<file path="src/rtl/mem_arbiter.sv">
// mem_arbiter: two-port round-robin arbiter in front of a single-port data memory
// with combinational read data.
//
// Every transaction runs IDLE -> ACCESS -> RESP, so a request sampled in IDLE
// is acknowledged three cycles later counting the sample cycle. Addresses with
// any bit set at or above ADDR_BITS are rejected: no memory access takes place,
// and the requester gets ack+err with rdata forced to 0.
//
// Ports:
//   clk, rst_n               clock (shared with the memory), async active-low reset
//   a_req/a_we/a_addr/a_wdata  port A command (CPU data); held until ack
//   b_req/b_we/b_addr/b_wdata  port B command (debug/loader); held until ack
//   a_ack/a_err/a_rdata      port A one-cycle completion/error pulse, registered read data
//   b_ack/b_err/b_rdata      port B one-cycle completion/error pulse, registered read data
//   mem_ena/mem_wena         memory enable / write enable (high only in ACCESS)
//   mem_addr/mem_wdata       memory address / write data (hold their last value)
//   mem_rdata                combinational memory read data
//   busy                     high whenever the FSM is not in IDLE
//   txn_cnt                  saturating count of completed transactions
module mem_arbiter #(
    parameter int ADDR_BITS = 8,
    parameter int CNT_W     = 16
) (
    input  logic             clk,
    input  logic             rst_n,
    input  logic             a_req,
    input  logic             a_we,
    input  logic [31:0]      a_addr,
    input  logic [31:0]      a_wdata,
    input  logic             b_req,
    input  logic             b_we,
    input  logic [31:0]      b_addr,
    input  logic [31:0]      b_wdata,
    output logic             a_ack,
    output logic             a_err,
    output logic [31:0]      a_rdata,
    output logic             b_ack,
    output logic             b_err,
    output logic [31:0]      b_rdata,
    output logic             mem_ena,
    output logic             mem_wena,
    output logic [31:0]      mem_addr,
    output logic [31:0]      mem_wdata,
    input  logic [31:0]      mem_rdata,
    output logic             busy,
    output logic [CNT_W-1:0] txn_cnt
);

    typedef enum logic [1:0] {
        IDLE   = 2'd0,
        ACCESS = 2'd1,
        RESP   = 2'd2
    } state_t;

    state_t             state_q,     state_d;
    logic               last_b_q,    last_b_d;    // 1 = port B was granted last
    logic               cmd_b_q,     cmd_b_d;     // 1 = current command belongs to port B
    logic               cmd_we_q,    cmd_we_d;
    logic [31:0]        cmd_addr_q,  cmd_addr_d;
    logic [31:0]        cmd_wdata_q, cmd_wdata_d;
    logic               mem_ena_q,   mem_ena_d;
    logic               mem_wena_q,  mem_wena_d;
    logic               a_ack_q,     a_ack_d;
    logic               a_err_q,     a_err_d;
    logic [31:0]        a_rdata_q,   a_rdata_d;
    logic               b_ack_q,     b_ack_d;
    logic               b_err_q,     b_err_d;
    logic [31:0]        b_rdata_q,   b_rdata_d;
    logic               busy_q,      busy_d;
    logic [CNT_W-1:0]   txn_cnt_q,   txn_cnt_d;

    logic               grant_b;
    logic               win_we;
    logic [31:0]        win_addr;
    logic [31:0]        win_wdata;
    logic               win_oor;
    logic               cmd_oor;

    always_comb begin
        // NOTE: every signal assigned here gets a default first, so no path can infer a latch.
        state_d     = state_q;
        last_b_d    = last_b_q;
        cmd_b_d     = cmd_b_q;
        cmd_we_d    = cmd_we_q;
        cmd_addr_d  = cmd_addr_q;
        cmd_wdata_d = cmd_wdata_q;
        mem_ena_d   = 1'b0;
        mem_wena_d  = 1'b0;
        a_ack_d     = 1'b0;
        a_err_d     = 1'b0;
        a_rdata_d   = a_rdata_q;
        b_ack_d     = 1'b0;
        b_err_d     = 1'b0;
        b_rdata_d   = b_rdata_q;
        busy_d      = busy_q;
        txn_cnt_d   = txn_cnt_q;

        // B wins alone, or on a tie when A was granted last.
        grant_b   = b_req && (!a_req || !last_b_q);
        win_we    = grant_b ? b_we    : a_we;
        win_addr  = grant_b ? b_addr  : a_addr;
        win_wdata = grant_b ? b_wdata : a_wdata;
        win_oor   = win_addr[31:ADDR_BITS] != '0;
        cmd_oor   = cmd_addr_q[31:ADDR_BITS] != '0;

        unique case (state_q)
            IDLE: begin
                if (a_req || b_req) begin
                    state_d     = ACCESS;
                    last_b_d    = grant_b;
                    cmd_b_d     = grant_b;
                    cmd_we_d    = win_we;
                    cmd_addr_d  = win_addr;
                    cmd_wdata_d = win_wdata;
                    // Enables are registered so they are high exactly during ACCESS.
                    mem_ena_d   = !win_oor;
                    mem_wena_d  = !win_oor && win_we;
                    busy_d      = 1'b1;
                end
            end
            ACCESS: begin
                state_d = RESP;
                a_ack_d = !cmd_b_q;
                b_ack_d = cmd_b_q;
                a_err_d = !cmd_b_q && cmd_oor;
                b_err_d = cmd_b_q && cmd_oor;
                // Rejected commands report 0; writes leave the port's read data alone.
                if (cmd_oor || !cmd_we_q) begin
                    if (cmd_b_q) b_rdata_d = cmd_oor ? '0 : mem_rdata;
                    else         a_rdata_d = cmd_oor ? '0 : mem_rdata;
                end
                if (!(&txn_cnt_q)) txn_cnt_d = txn_cnt_q + CNT_W'(1);
            end
            RESP: begin
                state_d = IDLE;
                busy_d  = 1'b0;
            end
            default: begin
                state_d = IDLE;
                busy_d  = 1'b0;
            end
        endcase
    end

    // Asynchronous reset clears mem_ena immediately, so an ACCESS cut short by
    // reset never commits its write and never reaches RESP.
    always_ff @(posedge clk or negedge rst_n) begin
        if (!rst_n) begin
            state_q     <= IDLE;
            last_b_q    <= 1'b1;
            cmd_b_q     <= 1'b0;
            cmd_we_q    <= 1'b0;
            cmd_addr_q  <= '0;
            cmd_wdata_q <= '0;
            mem_ena_q   <= 1'b0;
            mem_wena_q  <= 1'b0;
            a_ack_q     <= 1'b0;
            a_err_q     <= 1'b0;
            a_rdata_q   <= '0;
            b_ack_q     <= 1'b0;
            b_err_q     <= 1'b0;
            b_rdata_q   <= '0;
            busy_q      <= 1'b0;
            txn_cnt_q   <= '0;
        end else begin
            // NOTE: non-blocking assignments so every flop samples pre-edge values.
            state_q     <= state_d;
            last_b_q    <= last_b_d;
            cmd_b_q     <= cmd_b_d;
            cmd_we_q    <= cmd_we_d;
            cmd_addr_q  <= cmd_addr_d;
            cmd_wdata_q <= cmd_wdata_d;
            mem_ena_q   <= mem_ena_d;
            mem_wena_q  <= mem_wena_d;
            a_ack_q     <= a_ack_d;
            a_err_q     <= a_err_d;
            a_rdata_q   <= a_rdata_d;
            b_ack_q     <= b_ack_d;
            b_err_q     <= b_err_d;
            b_rdata_q   <= b_rdata_d;
            busy_q      <= busy_d;
            txn_cnt_q   <= txn_cnt_d;
        end
    end

    assign a_ack     = a_ack_q;
    assign a_err     = a_err_q;
    assign a_rdata   = a_rdata_q;
    assign b_ack     = b_ack_q;
    assign b_err     = b_err_q;
    assign b_rdata   = b_rdata_q;
    assign mem_ena   = mem_ena_q;
    assign mem_wena  = mem_wena_q;
    // The command register only loads in IDLE, so the memory bus holds its last value.
    assign mem_addr  = cmd_addr_q;
    assign mem_wdata = cmd_wdata_q;
    assign busy      = busy_q;
    assign txn_cnt   = txn_cnt_q;

endmodule
</file>
<file path="config.mk">
export PLATFORM = sky130hd
export DESIGN_NAME = mem_arbiter
export DESIGN_NICKNAME = d
export VERILOG_FILES = /design/src/rtl/mem_arbiter.sv
export SDC_FILE = /design/constraint.sdc
export NUM_CORES = 1
export LEC_CHECK = 0
export BUFFER_PORTS_ARGS = -buffer_cell sky130_fd_sc_hd__clkbuf_2
export CAP_MARGIN = 40
export CORE_AREA = 2 2 123 125
export CTS_CLUSTER_SIZE = 25
export DETAILED_ROUTE_END_ITERATION = 10
export DIE_AREA = 0 0 125 127
export PLACE_DENSITY = 0.81
export SYNTH_ARGS = -nofsm -noshare
export SYNTH_HDL_FRONTEND = slang
export SYNTH_SLANG_ARGS = --single-unit
</file>
<file path="constraint.sdc">
create_clock -name clk -period 3.2 [get_ports clk]
set_input_delay 0.16 -clock clk [delete_from_list [all_inputs] [get_ports clk]]
set_output_delay 0.16 -clock clk [all_outputs]
set_load 0.01 [all_outputs]
</file>
# Yosys cells after proc, flatten, opt, wreduce, memory -nomap -nowiden
# Index checks and enable logic that the tools add are counted.
# classes
add_sub_neg	1
n_eq_ne	2
muxes	16
n_bitwise	3
n_reduce_logical	21
# ops
operator	count
$mux W32	3
$reduce_bool A24 Y1	2
$add A16 B1 Y16 const B	1
$reduce_and A16 Y1	1
$mux W1	10
$reduce_and A2 Y1	3
$reduce_and A3 Y1	2
$logic_not A1 Y1	5
$logic_and A1 B1 Y1	4
$pmux W2 S2	1
$logic_or A1 B1 Y1	3
$not A1 Y1	3
$eq A2 B1 Y1 const B	1
$logic_not A2 Y1	1
$mux W2	1
$ne A2 B2 Y1 const B	1
$pmux W1 S2	1
# totals
ff_bits	156
input_bits	166
output_inout_bits	151
word_cells	59

# Depth between registers and ports, before layout
# logic_depth
depth_word	9
depth_mapped	7
mapped_depth_nobuf	6

# Worst setup path before layout
# OpenSTA, ideal clock, no wires.
# synth_timing
kind	flip-flop to flip-flop
start	reg txn_cnt_q[0], in the netlist txn_cnt[0]
end	reg txn_cnt_q[1], in the netlist txn_cnt[1]
setup_time_ns	0.125
arrival_ns	1.805
slack_ns	1.270
path_stages_with_launch	6
synth_period_minus_slack_ns	1.930
path_cell_list	dfrtp_1 -> ha_1 -> nand3_1 -> or3_1 -> o21ai_0 -> mux2_2
# synth_via
elab_chain_cells	3
elab_cells_between_ends	4
cone_classes	1 x add/sub; 1 x bitwise; 2 x reduce/logical
# synth_rtl
element	line_no	source
start: declaration	70	logic [CNT_W-1:0] txn_cnt_q, txn_cnt_d;
start signal: assignment	182	txn_cnt_q <= txn_cnt_d;
branches (longest 3 deep; another with $add A16 B1 Y16)	-	
# Parallel ways; which one is timed is not known.
# A chain may end at the register's enable or synchronous reset.

# Worst setup path in the final report
# layout_timing
start	reg state_q[0]
end	reg cmd_addr_q[6], in the netlist mem_addr[6]
# layout_via
elab_chain_cells	2
# layout_rtl
element	line_no	source
start: declaration	55	state_t state_q, state_d;
start signal: assignment	167	state_q <= state_d;
$logic_not A2 Y1	106	unique case (state_q)
$reduce_and A2 Y1 (no line)	-	
end signal: assignment	171	cmd_addr_q <= cmd_addr_d;
end: declaration	59	logic [31:0] cmd_addr_q, cmd_addr_d;
# Every way passes these cells.

==> results.ini <==
[drt]
vias=7484
dr.pass1.iters=6
wl_met3_um=2510
drt_iter0_drc=687
avgViaCountPerCell=5.80
drc=0
drt-total-wl_um=25300
drtAntennaViolNets=0
routedWlPerCell_um=19.6
highest_layer=met4
wl_met1_um=8960
wl_met2_um=12100

[worst_hold_path]
min_to=mem_addr[9]
hp-class=in2reg
worstHoldStart=b_addr[9]
min_path_cells=3

[setup_path]
r2r_cells=7
r2r-end=mem_addr[6]
reg2reg_slack_ps=430
arrival_ps=3120
cp.required_ps=3550
r2r-start=state_q[0]
end_kind=flip-flop
worstPathMaxFanout=65
start_kind=flip-flop
criticalPathCategory=reg2reg

[synthesis]
synth-xor-area-share_pct=1.67
yosysSeqAreaShare_pct=57.1
synthMuxAreaShare_pct=0.329
synth_top_family_by_area=simple AND/OR/NAND/NOR gates
synth.top_cell.area_share_pct=56.7
synth-seq-cells=156
post_synth_and_or_nand_nor_area_fraction_pct=20.1
synth.distinct_cells=42
syn-num-nets=837
ys_async_sr_fraction_pct=100
synth_compound_area_share_pct=16.4
avgSynthCellArea_um2=10.2
syn_area_um2=6840
syn_inst=670
ys_warn_count=0
synth_ff_type=dfrtp_1
synth_area_leaders=dfrtp_1 57%, a22o_1 8.3%, nand2_1 7.5%
synth_adder_area_share_pct=0.183
synth_edf_count=0
yosys.area.top_type=dfrtp_1

[clock_network]
htreeDepth=4
path_clk_slew_ps=70
cts_tree=built
cts.sinks=156
cts_buffer_depth=2
clk_latency_ps=420
ctsRootBufferMaster=clkbuf_16
numCtsBuffers=17
postCtsSetupBuffers=0

[sta]
fin_skew_ps=16.6
period_minus_slack_ps=2770
fmax_mhz=361
max-slew-margin-rel_pct=43.7
hold_violations=0
setup_slack_ps=431
rsz0062_at_grt=no
fin_setup_tns_ps=0
setup_viol=0
min_period_over_period_pct=86.5
worstMarginPinSlew_ps=824
drv_slew=0

[final_layout]
final_common_cell=clkbuf_2
layout_common_cells=315 x clkbuf_2, 155 x dfrtp_1, 136 x nand2_1
n_antenna_cell=0
final_nets=1260
drive_above_1_share_pct=33.7
areaGrowthSynthToFinish_pct=50.6

[grt]
antenna_found_initial=0
grt_pass1_vias=7490
overflow=0
grt_first_pass_wirelength_um=39500
grt_max_degree=84
grt.total_usage_pct=31.6

[power_and_ir_drop]
p_per_area_nw_per_um2=808
total_power_mw=8.31
vdd.ir_drop.worst_mv=0.493
leakagePower_nw=5.19

[floorplan]
die-area_um2=15900
coreArea_um2=14400
initial_core_util_pct=47.4
die_w_um=125
die_y_um=127
pin_count=317
rows=44

[flow_run]
max-cap-violations=0

[placed_design]
place_ws_ps=944
portBuffers=316
post-dp-hpwl_um=15300
gp_congestion=0.917

[run_status]
status=completed

[critical path, cell delays in order, from the launching register on]
cell	delay, ps
dfrtp_1	430
nor2_1	250
o21ai_0	290
inv_4	570
buf_12	270
nor2_1	50
a31oi_1	200
dlygate4sd3_1	630
[logic make-up after synthesis]
kind of cell	after synthesis
simple gates	299
flops	156
compound gates	150
buf+inv	49
xor+xnor	13
mux	2
fa+ha+maj	1
[per-stage QoR]
step,util (%),cell area [um2],hold WS (ps),cells
2_1_floorplan,-,6840,-136,670
3_3_place_gp,59.2,8540,247,1140
3_5_place_dp,59.2,8540,256,1140
4_1_cts,71.4,10300,1.53,1290
5_1_grt,71.4,10300,10.1,1290
6_report,71.4,10300,16.3,1290
[registers in the layout (all words and copies together) (netlist names)]
signal,cells
b_ack,1
b_rdata,32
a_rdata,32
a_ack,1
txn_cnt,16
last_b_q,1
cmd_we_q,1
mem_wena,1
mem_wdata,32
a_err,1
cmd_b_q,1
busy,1
state_q,2
mem_ena,1
mem_addr,32
b_err,1
[power breakdown]
part | internal [mW] | leakage [nW] | switching, mW | total (mW)
combinational | 1.54 | 2.94 | 1.85 | 3.38
clock | 1.15 | 0.270 | 0.830 | 1.98
sequential | 2.49 | 1.97 | 0.458 | 2.95
total | 5.18 | 5.19 | 3.13 | 8.31
[cell type report]
cell class	instances	area, um2
Clock buffer	19	433
Clock inverter	13	144
Fill cell	933	4130
Inverter	6	25.0
Multi-Input combinational cell	465	2650
Sequential cell	156	3910
Tap cell	184	230
Timing Repair Buffer	447	2900
[what timing repair did]
action,4_1_cts,5_1_grt
hold buffers,118,0
gates resized for setup,0,1
setup endpoints to repair,0,11
hold endpoints to repair,141,0
[synthesized netlist by cell type, types with 3 or more instances]
cell type  instances
xnor2_1            5
nor3_1             9
a31oi_1           66
nand3_1            9
a21oi_1            5
buf_6             12
clkbuf_1          17
dfrtp_1          155
nand4_1            4
o21ai_0            3
nor2_1            74
buf_2             11
buf_1              3
xor2_1             8
a22o_1            65
nor2b_1           33
inv_1              6
nor4_1            16
nand2_1          136
nand2b_1           4
[per-layer routing]
| layer | global-route usage (%) | vias up |
|---|---|---|
| met2 | 52.7 | 577 |
| met4 | 20.8 | 0 |
| li1 | - | 3230 |
| met3 | 7.71 | 132 |
| met1 | 36.4 | 3545 |
| met5 | 0 | - |
[worst max-delay path by stage]
stage / from / to / slack [ps] / cells past startpoint
3_3_place_gp: state_q[1] / mem_addr[23] / 1070 / 6
3_5_place_dp: state_q[1] / mem_addr[23] / 940 / 6
4_1_cts: a_req / mem_addr[1] / 290 / 8
5_1_grt: state_q[1] / mem_addr[6] / 270 / 7
6_report: state_q[0] / mem_addr[6] / 430 / 7
2_1_floorplan: txn_cnt[0] / txn_cnt[1] / 1270 / 5
(Power assumes the default switching activity.)
